==> config.mk <==
export PLATFORM = sky130hd
export DESIGN_NAME = fetch_unit_flat
export DESIGN_NICKNAME = d
export VERILOG_FILES = /design/src/rtl/fetch_unit_if.sv /design/src/rtl/fetch_unit.sv /design/src/flat_wrapper.sv
export SDC_FILE = /design/constraint.sdc
export NUM_CORES = 1
export LEC_CHECK = 0
export BUFFER_PORTS_ARGS = -buffer_cell sky130_fd_sc_hd__clkbuf_2
export CAP_MARGIN = 20
export CORE_MARGIN = 1.5
export CORE_UTILIZATION = 54
export DETAILED_ROUTE_END_ITERATION = 10
export PLACE_DENSITY_LB_ADDON = 0.05
export SKIP_CTS_REPAIR_TIMING = 1
export SLEW_MARGIN = 25
export SYNTH_ARGS = -nofsm -noshare
export SYNTH_HDL_FRONTEND = slang
export SYNTH_SLANG_ARGS = --single-unit
==> constraint.sdc <==
create_clock -name clk -period 4.7 [get_ports clk]
set_clock_uncertainty 0.15 [all_clocks]
set_input_delay 0 -clock clk [delete_from_list [all_inputs] [get_ports clk]]
set_output_delay 0 -clock clk [all_outputs]
set_load 0.005 [all_outputs]
==> src/rtl/fetch_unit_if.sv <==
// Fetch-side bundle: instruction-memory req/ack port plus the decoder's instruction and control-transfer signals.
interface fetch_unit_if;
  logic        imem_req;
  logic [31:0] imem_addr;
  logic        imem_ack;
  logic [31:0] imem_rdata;
  logic [31:0] instruction;
  logic        instr_valid;
  logic        instr_accept;
  logic        is_jump;
  logic        is_branch;
  logic        branch_taken;
  logic [25:0] addr26;
  logic [15:0] imm16;
  logic [31:0] pc;

  modport master (
    output imem_req, imem_addr, instruction, instr_valid, pc,
    input  imem_ack, imem_rdata, instr_accept, is_jump, is_branch,
           branch_taken, addr26, imm16
  );

  modport slave (
    input  imem_req, imem_addr, instruction, instr_valid, pc,
    output imem_ack, imem_rdata, instr_accept, is_jump, is_branch,
           branch_taken, addr26, imm16
  );
endinterface

==> src/rtl/fetch_unit.sv <==
// Instruction fetch sequencer: owns the PC, fetches over req/ack, hands words to the decoder with valid/accept.
// Optional MIPS-style delay slot via BRANCH_DELAY_SLOT_EN; undefined means transfers take effect on the next fetch.
module fetch_unit #(
  parameter logic [31:0] RESET_PC = 32'h0000_0000,
  parameter logic [31:0] NOP_WORD = 32'h0000_0000
) (
  input  logic       clk,
  input  logic       reset,
  fetch_unit_if.master bus
);

  localparam logic [31:0] RESET_PC_AL = {RESET_PC[31:2], 2'b00};

  typedef enum logic {FETCH, HOLD} state_t;

  state_t      state;
  logic [31:0] fetch_pc;
  logic [31:0] pc_q;
  logic [31:0] instr_q;
  logic        req_q;
  logic        valid_q;

  logic [31:0] p4;
  logic [31:0] br_off;
  logic [31:0] target;
  logic [31:0] next_pc;
  logic        taken;

  assign p4     = pc_q + 32'd4;
  assign br_off = {{14{bus.imm16[15]}}, bus.imm16, 2'b00};
  assign taken  = bus.is_jump | (bus.is_branch & bus.branch_taken);
  assign target = bus.is_jump ? {p4[31:28], bus.addr26, 2'b00} : (p4 + br_off);

`ifdef BRANCH_DELAY_SLOT_EN
  logic        pend_vld;
  logic [31:0] pend_pc;

  // While a target is pending the held word is the delay slot; its own control inputs are ignored.
  assign next_pc = pend_vld ? pend_pc : p4;
`else
  assign next_pc = taken ? target : p4;
`endif

  always_ff @(posedge clk or posedge reset) begin
    if (reset) begin
      state    <= FETCH;
      fetch_pc <= RESET_PC_AL;
      pc_q     <= RESET_PC_AL;
      instr_q  <= NOP_WORD;
      req_q    <= 1'b0;
      valid_q  <= 1'b0;
`ifdef BRANCH_DELAY_SLOT_EN
      pend_vld <= 1'b0;
      pend_pc  <= 32'd0;
`endif
    end else begin
      case (state)
        FETCH: begin
          // The request only goes out from the cycle after reset release, so an early ack is ignored.
          if (!req_q) begin
            req_q <= 1'b1;
          end else if (bus.imem_ack) begin
            instr_q <= bus.imem_rdata;
            pc_q    <= fetch_pc;
            valid_q <= 1'b1;
            req_q   <= 1'b0;
            state   <= HOLD;
          end
        end
        HOLD: begin
          if (bus.instr_accept) begin
            fetch_pc <= {next_pc[31:2], 2'b00};
            instr_q  <= NOP_WORD;
            valid_q  <= 1'b0;
            req_q    <= 1'b1;
            state    <= FETCH;
`ifdef BRANCH_DELAY_SLOT_EN
            if (pend_vld) begin
              pend_vld <= 1'b0;
            end else if (taken) begin
              pend_vld <= 1'b1;
              pend_pc  <= target;
            end
`endif
          end
        end
        default: state <= FETCH;
      endcase
    end
  end

  assign bus.imem_req    = req_q;
  assign bus.imem_addr   = fetch_pc;
  assign bus.instruction = instr_q;
  assign bus.instr_valid = valid_q;
  assign bus.pc          = pc_q;

endmodule

==> src/flat_wrapper.sv <==
// flat-port wrapper written by rule: the top's interface ports become plain ports
module fetch_unit_flat 
#(
  parameter logic [31:0] RESET_PC = 32'h0000_0000,
  parameter logic [31:0] NOP_WORD = 32'h0000_0000
)
  (clk, reset, bus_imem_req, bus_imem_addr, bus_instruction, bus_instr_valid, bus_pc, bus_imem_ack, bus_imem_rdata, bus_instr_accept, bus_is_jump, bus_is_branch, bus_branch_taken, bus_addr26, bus_imm16);
  fetch_unit_if bus_i ();
  input  logic clk;
  input  logic reset;
  output wire logic [$bits(bus_i.imem_req)-1:0] bus_imem_req;
  output wire logic [$bits(bus_i.imem_addr)-1:0] bus_imem_addr;
  output wire logic [$bits(bus_i.instruction)-1:0] bus_instruction;
  output wire logic [$bits(bus_i.instr_valid)-1:0] bus_instr_valid;
  output wire logic [$bits(bus_i.pc)-1:0] bus_pc;
  input wire logic [$bits(bus_i.imem_ack)-1:0] bus_imem_ack;
  input wire logic [$bits(bus_i.imem_rdata)-1:0] bus_imem_rdata;
  input wire logic [$bits(bus_i.instr_accept)-1:0] bus_instr_accept;
  input wire logic [$bits(bus_i.is_jump)-1:0] bus_is_jump;
  input wire logic [$bits(bus_i.is_branch)-1:0] bus_is_branch;
  input wire logic [$bits(bus_i.branch_taken)-1:0] bus_branch_taken;
  input wire logic [$bits(bus_i.addr26)-1:0] bus_addr26;
  input wire logic [$bits(bus_i.imm16)-1:0] bus_imm16;
  assign bus_imem_req = bus_i.imem_req;
  assign bus_imem_addr = bus_i.imem_addr;
  assign bus_instruction = bus_i.instruction;
  assign bus_instr_valid = bus_i.instr_valid;
  assign bus_pc = bus_i.pc;
  assign bus_i.imem_ack = bus_imem_ack;
  assign bus_i.imem_rdata = bus_imem_rdata;
  assign bus_i.instr_accept = bus_instr_accept;
  assign bus_i.is_jump = bus_is_jump;
  assign bus_i.is_branch = bus_is_branch;
  assign bus_i.branch_taken = bus_branch_taken;
  assign bus_i.addr26 = bus_addr26;
  assign bus_i.imm16 = bus_imm16;
  fetch_unit #(.RESET_PC(RESET_PC), .NOP_WORD(NOP_WORD)) u_core (.clk(clk), .reset(reset), .bus(bus_i));
endmodule
==> flow_metrics.py, run 1 <==
metrics = {
    "run_status": {
        "status": "complete, but fails checks",
        "violations": "negative hold slack",
    },
    "worst_setup_path": {
        "critical_path.slowest_cell": "ha_1",
        "crit_fanout": 8,
        "crit_path_cell_trace": "and4_1 -> nand2_1 -> nor2_1 -> nand3_1 -> xnor2_1 -> ha_1 -> nand2_1 -> nor3_2 -> nand3_1 -> a211oi_2 -> nand3b_1 -> and4_1 -> mux2_4",
        "path_buf_inv": 0,
        "critical-path-top-delay-family": "simple AND/OR/NAND/NOR gates",
        "reg2regPathDepth": 13,
        "endpoint_kind": "flop",
        "rrSetupSlack_ps": 670,
        "cp.arrival_ps": 4120,
        "cp-start-kind": "flop",
        "critical_path_class": "reg2reg",
        "r2r_start": "u_core.bus.pc[4]",
        "worst_ep_required_time_ps": 4800,
        "crit_path_max_incr_delay_ps": 470,
        "timing.rr.end": "u_core.bus.imem_addr[31]",
    },
    "sta": {
        "fmax_ghz": 0.2483,
        "drv_slew": 0,
        "fin_crit_sh_pct": 85.67,
        "timing.hold.ws_ps": -0.2798,
        "setup_violations": 0,
        "hold_viol_final": 1,
        "finalSetupTns_ps": 0,
        "fin_ws_ps": 673.4,
        "post-route-min-period_ps": 4027,
        "relSlewSlack_pct": 33.13,
        "rsz0062_at_grt": "no",
        "tightest_slew_ps": 999.6,
    },
    "route": {
        "drt_wl_total_mm": 22.50,
        "drt_iter0_drc": 645,
        "via_per_inst": 6.038,
        "avgRoutedWirePerCell_um": 19.43,
        "vias": 6992,
        "firstDrtPassIters": 7,
        "post-route-drc-count": 0,
        "postRouteAntennaNets": 0,
    },
    "logic_synthesis": {
        "syn_avg_cell_area_um2": 8.148,
        "synthArstFlopShare_pct": 100.0,
        "synth_top_cell_area_share_pct": 36.47,
        "syn_inst": 800,
        "synth_ff_type": "dfrtp_1",
        "synth.distinct_cells": 71,
        "yosysSeqAreaShare_pct": 36.47,
        "synth_area_leader_cell": "dfrtp_1",
        "yosysWarnings": 0,
        "synth_edf_count": 0,
        "syn_area_um2": 6519,
        "ys_seq_elements": 95,
        "synth_area_leaders": "dfrtp_1 36%, nand2_1 12%, ha_1 7.1%, nand3_1 4.4%, a21oi_1 3.5%",
    },
    "clock_tree": {
        "root_buffer": "clkbuf_16",
        "clkSlewWorstSetupHoldPaths_ps": 70,
        "cts.sinks": 95,
        "cts_tree": "built",
        "clock_path_buffers": 2,
        "cts_buffers": 9,
        "worstSkewPairLatency_ps": 360,
        "htreeDepth": 3,
    },
    "floorplanning": {
        "fp.dieH_um": 112.9,
        "ios": 179,
        "initial_core_util_pct": 56.13,
        "row_count": 39,
        "die_area_um2": 12740,
        "die_w_um": 112.9,
        "core_um2": 11610,
    },
    "min_path": {
        "whs_path_depth": 5,
        "holdPathEnd": "u_core.bus.imem_addr[13]",
        "min_from": "bus_imm16[11]",
        "min_path_type": "in2reg",
    },
    "power": {
        "p_total_mw": 5.094,
        "p_leak_nw": 4.139,
        "power.density_nw_per_um2": 608.9,
        "peakVddDrop_mv": 0.3771,
    },
    "grt": {
        "antenna_found_initial": 0,
        "grt_first_pass_wirelength_mm": 32.88,
        "gr-total-overflow": 0,
        "grt_max_degree": 66,
        "grt_pass1_vias": 6253,
        "grtUsageTotal_pct": 32.85,
    },
    "layout": {
        "fillers": 920,
        "drive_gt1_share_pct": 21.77,
        "layout_commonest_cell": "nand2_1",
        "mostFrequentLayoutCells": "215 x nand2_1, 174 x clkbuf_2, 95 x dfrtp_1",
        "instances_no_fill": 1158,
        "layout.nets": 1129,
        "diodes": 0,
        "utilization_pct": 72.03,
        "final_area_um2": 8366,
        "layout-area-overhead-vs-synth_pct": 28.33,
    },
    "flow_run": {
        "drv_cap": 0,
    },
    "placement": {
        "dp_cells": 1082,
        "placed_area_um2": 7448,
        "place_congestion": 0.9570,
        "post-place-ws_ps": 799.6,
        "dp_hpwl_mm": 15.36,
        "io_buffer_count": 174,
    },
}
worst max path at each step:
stage,start,end,slack [ps],cells past startpoint
after floorplan,u_core.bus.pc[10],u_core.bus.imem_addr[31],1280,14
after global placement,u_core.bus.pc[4],u_core.bus.imem_addr[31],860,12
after detailed placement,u_core.bus.pc[4],u_core.bus.imem_addr[31],800,13
after CTS,u_core.bus.pc[4],u_core.bus.imem_addr[31],730,12
after global routing,u_core.bus.pc[4],u_core.bus.imem_addr[31],360,13
final,u_core.bus.pc[4],u_core.bus.imem_addr[31],670,13
cell type report:
class                      count  area [um^2]  area share [%]
inverter                       9        35.03          0.4188
clock buffer                   9        225.2           2.692
timing repair buffer         239         1509           18.04
sequential                    95         2377           28.42
multi-input combinational    656         3951           47.23
clock inverter                 7        88.84           1.062
tap                          143        178.9           2.139
worst register-to-register path, delay by kind of cell (launching register included):
kind                     cells  cell delay (ps)
flip-flops                   1              450
multiplexers                 1              300
adder cells (fa/ha/maj)      1              470
AO/OA/AOI/OAI                1              390
AND/OR/NAND/NOR              9             1950
XOR/XNOR                     1              200
power by group:
group / total, mW / switching, mW / internal [mW] / leakage, nW
Sequential: 1.61 / 0.422 / 1.19 / 1.18
Clock: 0.782 / 0.358 / 0.424 / 0.150
Combinational: 2.70 / 1.58 / 1.12 / 2.81
per-layer routing:
layer  global-route usage (%)  vias up  part of all wire [%]
met1                    43.40     3317                    40
met2                    54.76      360                    48
met4                    10.75        0                   2.6
li1                         -     3259                     -
met5                        0        -                     0
met3                    6.320       56                   8.8
flip-flops by register name, indices dropped and copies added (netlist names):
signal and cells:
u_core.bus.imem_addr 30, u_core.bus.instruction 32, u_core.bus.pc 30, u_core.bus.imem_req 1
u_core.bus.instr_valid 1, u_core.state 1
cell usage after synthesis, drive strengths merged (5+ instances only):
cell / n
nand2: 216
dfrtp: 95
nand3: 57
a21oi: 47
nor2: 47
o21ai: 41
ha: 37
clkbuf: 34
xnor2: 26
xor2: 21
nand4: 14
nor3: 13
a211oi: 11
a21o: 10
a221oi: 9
and3: 9
buf: 9
inv: 8
o211ai: 8
and2: 7
and4: 7
o21a: 5
o21bai: 5
cells by family (layout without fill, tap and decap cells):
family	Yosys count	in the layout	synth area share [%]
and+or+nand+nor	382	382	26.55
AOI/OAI and AO/OA	177	177	18.35
DFF	95	95	36.47
buffers and inverters	52	264	3.320
xor gates and xnor gates	48	48	6.660
adders and majority gates	38	38	7.409
muxes	7	7	1.190
other	1	4	0.05753
No activity file was read; power rests on OpenSTA's default activity.
==> run 2, diff against run 1 <==
- ABC_AREA: not set -> 1
- CORE_UTILIZATION: 54 -> 55
==> run 2 against run 1 <==
The run still ends with negative hold slack left. Critical path type unchanged. Flip-flop and latch count stayed put. Die area rose by 7.1%. Synthesized cell count is 35% higher. Wire length increased by 6.3%. Total power up 11%. Critical path depth increased by 3. Sequential power is essentially flat. Non-clock buffer count decreased by 5. Critical endpoint is now u_core.bus.imem_addr[27]. Core utilization decreased by 0.60 points. Highest routed layer unchanged.
==> flow_metrics.py, run 2 <==
metrics = {
    "logic_synthesis": {
        "syn_area_um2": 7124,
        "synth_top_cell_area_share_pct": 33.37,
        "synth_area_leaders": "dfrtp_1 33%, nand2_1 17%, nand3_1 8.7%, inv_1 7.1%, ha_1 6.5%",
        "yosysSeqAreaShare_pct": 33.37,
        "syn_avg_cell_area_um2": 6.597,
        "synth_area_leader_cell": "dfrtp_1",
        "yosysMostFrequentCell": "nand2_1",
        "ys_seq_elements": 95,
        "synth_ff_type": "dfrtp_1",
        "yosys-top-cells-count": "323 x nand2_1, 135 x inv_1, 124 x nand3_1",
        "synthArstFlopShare_pct": 100.0,
        "synth_edf_count": 0,
        "yosysWarnings": 0,
        "synth.distinct_cells": 39,
        "syn_inst": 1080,
    },
    "sta": {
        "tightest_slew_ps": 869.4,
        "finalSetupTns_ps": 0,
        "fmax_ghz": 0.2950,
        "relSlewSlack_pct": 41.68,
        "fin_ws_ps": 1310,
        "drv_slew": 0,
        "fin_crit_sh_pct": 72.12,
        "hold_viol_final": 5,
        "timing.hold.ws_ps": -55.06,
        "setup_violations": 0,
        "post-route-min-period_ps": 3390,
        "rsz0062_at_grt": "no",
    },
    "grt": {
        "antenna_found_initial": 0,
        "grt_pass1_vias": 6942,
        "grtUsageTotal_pct": 33.62,
        "gr-total-overflow": 0,
        "grt_max_degree": 66,
        "grt_first_pass_wirelength_mm": 34.97,
    },
    "layout": {
        "utilization_pct": 71.44,
        "final_area_um2": 9015,
        "largest_reg_flops": 32,
        "instances_no_fill": 1469,
        "fillers": 1123,
        "drive_gt1_share_pct": 17.66,
        "mostFrequentLayoutCells": "321 x nand2_1, 174 x clkbuf_2, 134 x inv_1",
        "layout_commonest_cell": "nand2_1",
        "diodes": 0,
        "layout-area-overhead-vs-synth_pct": 26.54,
        "layout.nets": 1411,
    },
    "clock_tree": {
        "root_buffer": "clkbuf_16",
        "worstSkewPairLatency_ps": 340,
        "cts_buffers": 9,
        "clock_path_buffers": 2,
        "htreeDepth": 3,
        "cts_tree": "built",
        "cts.sinks": 95,
        "clkSlewWorstSetupHoldPaths_ps": 70,
    },
    "placement": {
        "dp_hpwl_mm": 17.45,
        "post-place-ws_ps": 1483,
        "placed_area_um2": 8104,
        "dp_cells": 1398,
        "io_buffer_count": 174,
        "place_congestion": 1.056,
    },
    "route": {
        "vias": 8071,
        "post-route-drc-count": 0,
        "drt_iter0_drc": 746,
        "firstDrtPassIters": 5,
        "postRouteAntennaNets": 0,
        "via_per_inst": 5.494,
        "drt_wl_total_mm": 23.91,
        "avgRoutedWirePerCell_um": 16.28,
    },
    "floorplanning": {
        "row_count": 41,
        "core_um2": 12620,
        "die_w_um": 116.8,
        "fp.dieH_um": 116.8,
        "ios": 179,
        "initial_core_util_pct": 56.45,
        "die_area_um2": 13640,
    },
    "worst_setup_path": {
        "cp.arrival_ps": 3510,
        "reg2regPathDepth": 16,
        "path_buf_inv": 0,
        "crit_path_max_incr_delay_ps": 430,
        "critical-path-top-delay-family": "simple AND/OR/NAND/NOR gates",
        "endpoint_kind": "flop",
        "crit_fanout": 6,
        "worst_ep_required_time_ps": 4820,
        "cp-start-kind": "flop",
        "path_common_cell": "nand2_1",
        "cp.depth": 16,
        "critical_path_class": "reg2reg",
        "crit_path_cell_trace": "ha_1 -> nand2_1 -> nor2_1 -> nand2_1 -> nor2_2 -> nor2_1 -> or2_1 -> ha_1 -> nand2_1 -> nor2_1 -> nand2_1 -> nor2_1 -> nand2_1 -> nand4_1 -> nand3_1 -> a21oi_1",
        "critical_path.slowest_cell": "dfrtp_1",
    },
    "flow_run": {
        "drv_cap": 0,
    },
    "run_status": {
        "status": "complete, but fails checks",
        "violations": "negative hold slack",
    },
    "power": {
        "p_total_mw": 5.657,
        "power.density_nw_per_um2": 627.5,
        "p_leak_nw": 4.987,
        "peakVddDrop_mv": 0.3371,
    },
    "min_path": {
        "whs_path_depth": 5,
        "min_path_type": "in2reg",
    },
}
==> run 2: changes by cell type after synthesis, moves of 12 or more <==
| cell | delta |
|---|---|
| nand2_1 | +107 |
| a21oi_1 | +44 |
| inv_1 | +127 |
| nor2_1 | +63 |
| clkbuf_1 | -14 |
| xnor2_1 | -25 |
| o21ai_0 | -12 |
| nand3_1 | +67 |
==> run 2: report_power, final <==
| group | internal, mW | total [mW] | switching [mW] |
|---|---|---|---|
| Clock | 0.539 | 0.864 | 0.326 |
| Sequential | 1.21 | 1.63 | 0.422 |
| Combinational | 1.16 | 3.16 | 2.00 |
==> run 2: cell families (layout without fill, tap and decap cells) <==
logic type / count (synthesis) / after routing / share of synthesized area, %
and+or+nand+nor: 607 / 607 / 36.48
buffers and inverters: 173 / 387 / 9.501
AOI/OAI and AO/OA: 142 / 142 / 10.73
DFF: 95 / 95 / 33.37
adders and majority gates: 38 / 38 / 6.779
xor gates and xnor gates: 20 / 20 / 2.459
muxes: 4 / 4 / 0.6322
other: 1 / 4 / 0.05264
==> run 2: routing by layer <==
| layer | global-route usage (%) | up-vias | routed length [um] |
|---|---|---|---|
| li1 | - | 3885 | - |
| met1 | 44.39 | 3775 | 9908 |
| met4 | 12.77 | 0 | 710 |
| met2 | 53.65 | 363 | 11300 |
| met5 | 0 | - | 0 |
| met3 | 8.393 | 48 | 1988 |
==> run 2: final timing paths <==
kind / from / end / slack (ps)
worst max-delay path: u_core.bus.pc[3] / u_core.bus.imem_addr[27] / 1310
worst min-delay path: bus_addr26[14] / u_core.bus.imem_addr[16] / -60
worst max register to register: u_core.bus.pc[3] / u_core.bus.imem_addr[27] / 1310
worst min register to register: u_core.bus.instruction[27] / u_core.bus.instruction[27] / 350
max in group asynchronous: reset / u_core.bus.instruction[23] / 3240
min in group asynchronous: reset / u_core.bus.pc[24] / 200
==> run 2: tightest hold or removal path, stage by stage <==
cell	delay (ps)
clkbuf_2	100
a21oi_1	60
o21ai_0	70
inv_1	40
a21oi_1	120
==> run 2: area by class of cell <==
| type | instances | area (um^2) | share of cell area [%] |
|---|---|---|---|
| well taps | 172 | 215.2 | 2.387 |
| clock inverters | 6 | 116.4 | 1.291 |
| multi-input cells | 815 | 4091 | 45.39 |
| inverters | 137 | 516.7 | 5.732 |
| clock buffers | 10 | 239.0 | 2.651 |
| repair buffers | 234 | 1459 | 16.18 |
| flip-flops and latches | 95 | 2377 | 26.37 |
==> run 3, diff against run 2 <==
- clock period: 4.7 -> 3.5 ns (I/O delays scaled with it)
==> run 3 against run 2 <==
The flow still finishes with violations (negative hold slack). Cell count is 0.95% higher. Setup slack got worse by 1100 ps. Design area rose by 0.99%. First-iteration DRC count grew 6.7%. Critical path depth unchanged. Critical path type unchanged. Largest cell class unchanged.
==> flow_metrics.py, run 3 (synthesis gave the netlist of run 2 again) <==
metrics = {
    "clock_tree": {
        "cts_tree": "built",
        "clock_path_buffers": 2,
        "worstSkewPairLatency_ps": 350,
        "htreeDepth": 3,
        "clkSlewWorstSetupHoldPaths_ps": 60,
        "cts.sinks": 95,
        "root_buffer": "clkbuf_16",
        "cts_buffers": 9,
    },
    "sta": {
        "tightest_slew_ps": 898.7,
        "finalSetupTns_ps": 0,
        "drv_slew": 0,
        "relSlewSlack_pct": 39.72,
        "timing.hold.ws_ps": -52.50,
        "post-route-min-period_ps": 3244,
        "hold_viol_final": 5,
        "fin_crit_sh_pct": 92.68,
        "rsz0062_at_grt": "no",
        "fmax_ghz": 0.3083,
        "setup_violations": 0,
    },
    "power": {
        "peakVddDrop_mv": 0.4579,
        "power.density_nw_per_um2": 833.8,
        "p_leak_nw": 5.043,
        "p_total_mw": 7.591,
    },
    "worst_setup_path": {
        "crit_path_max_incr_delay_ps": 440,
        "reg2regPathDepth": 16,
        "critical_path.slowest_cell": "dfrtp_1",
        "cp.arrival_ps": 3360,
        "critical-path-top-delay-family": "simple AND/OR/NAND/NOR gates",
        "worst_ep_required_time_ps": 3620,
        "cp-start-kind": "flop",
        "crit_fanout": 6,
        "crit_path_cell_trace": "ha_1 -> nand2_1 -> nor2_1 -> inv_1 -> nor2_2 -> xor2_1 -> ha_1 -> a21oi_1 -> nand2_1 -> a21oi_1 -> nand2_1 -> nand2_1 -> nand2_1 -> nand2_1 -> nand3_1 -> a21oi_1",
        "path_common_cell": "nand2_1",
        "critical_path_class": "reg2reg",
        "cp.depth": 16,
        "endpoint_kind": "flop",
        "path_buf_inv": 1,
    },
    "layout": {
        "layout.nets": 1425,
        "diodes": 0,
        "instances_no_fill": 1483,
        "utilization_pct": 72.14,
        "layout_commonest_cell": "nand2_1",
        "mostFrequentLayoutCells": "321 x nand2_1, 174 x clkbuf_2, 134 x inv_1",
        "drive_gt1_share_pct": 18.46,
        "largest_reg_flops": 32,
        "layout-area-overhead-vs-synth_pct": 27.78,
    },
    "grt": {
        "grtUsageTotal_pct": 33.83,
        "antenna_found_initial": 0,
        "gr-total-overflow": 0,
        "grt_first_pass_wirelength_mm": 35.22,
        "grt_max_degree": 66,
        "grt_pass1_vias": 6911,
    },
    "run_status": {
        "violations": "negative hold slack",
        "status": "complete, but fails checks",
    },
    "min_path": {
        "min_path_type": "in2reg",
        "whs_path_depth": 5,
    },
    "placement": {
        "dp_hpwl_mm": 17.85,
        "dp_cells": 1411,
        "place_congestion": 0.9733,
        "io_buffer_count": 174,
    },
    "flow_run": {
        "drv_cap": 0,
    },
    "route": {
        "vias": 8011,
        "via_per_inst": 5.402,
        "postRouteAntennaNets": 0,
        "drt_iter0_drc": 796,
        "avgRoutedWirePerCell_um": 16.11,
        "drt_wl_total_mm": 23.88,
        "post-route-drc-count": 0,
        "firstDrtPassIters": 6,
    },
    "floorplanning": {
        "core_um2": 12620,
        "ios": 179,
        "die_w_um": 116.8,
        "die_area_um2": 13640,
        "fp.dieH_um": 116.8,
        "initial_core_util_pct": 56.45,
        "row_count": 41,
    },
}
## run 3: power breakdown
group | leakage (nW) | total (mW) | switching (mW) | internal [mW]
sequential | 1.11 | 2.17 | 0.539 | 1.63
combinational | 3.77 | 4.32 | 2.71 | 1.61
clock | 0.159 | 1.10 | 0.431 | 0.669
## run 3: area by class of cell
class | instances | area [um^2]
fillers | 1120 | 3516
clock buffers | 12 | 256.5
well taps | 172 | 215.2
flip-flops and latches | 95 | 2377
repair buffers | 248 | 1567
inverters | 137 | 516.7
clock inverters | 4 | 76.32
multi-input cells | 815 | 4095
## run 3: worst paths after layout
kind / start / to / slack, ps
max reg2reg: u_core.bus.pc[3] / u_core.bus.imem_addr[23] / 260
min in group asynchronous: reset / u_core.bus.instruction[27] / 490
max in group asynchronous: reset / u_core.bus.pc[16] / 1930
max: u_core.bus.pc[3] / u_core.bus.imem_addr[23] / 260
min: bus_addr26[14] / u_core.bus.imem_addr[16] / -50
min reg2reg: u_core.bus.instr_valid / u_core.bus.instr_valid / 340
## run 3: per-stage QoR
stage	area, um^2	setup WS (ps)
3_5_place_dp	8202	238.2
5_1_grt	9104	15.40
4_1_cts	8534	158.6
2_1_floorplan	7136	809.7
3_3_place_gp	8202	272.8
6_report	9104	256.1
## run 3: worst reg2reg max path, stage by stage, from the launching register on
cell and delay [ps]:
dfrtp_1 440, ha_1 200, nand2_1 70, nor2_1 140
inv_1 120, nor2_2 250, xor2_1 320, ha_1 340
a21oi_1 220, nand2_1 110, a21oi_1 120, nand2_1 200
nand2_1 150, nand2_1 60, nand2_1 50, nand3_1 80
a21oi_1 140
## run 3: metal layers
metal	GRT usage (%)	up-vias	routed length [um]
met2	55.01	373	11350
met1	45.91	3689	9847
met3	7.055	40	2096
met5	0	-	0
met4	9.960	0	595
li1	-	3909	-
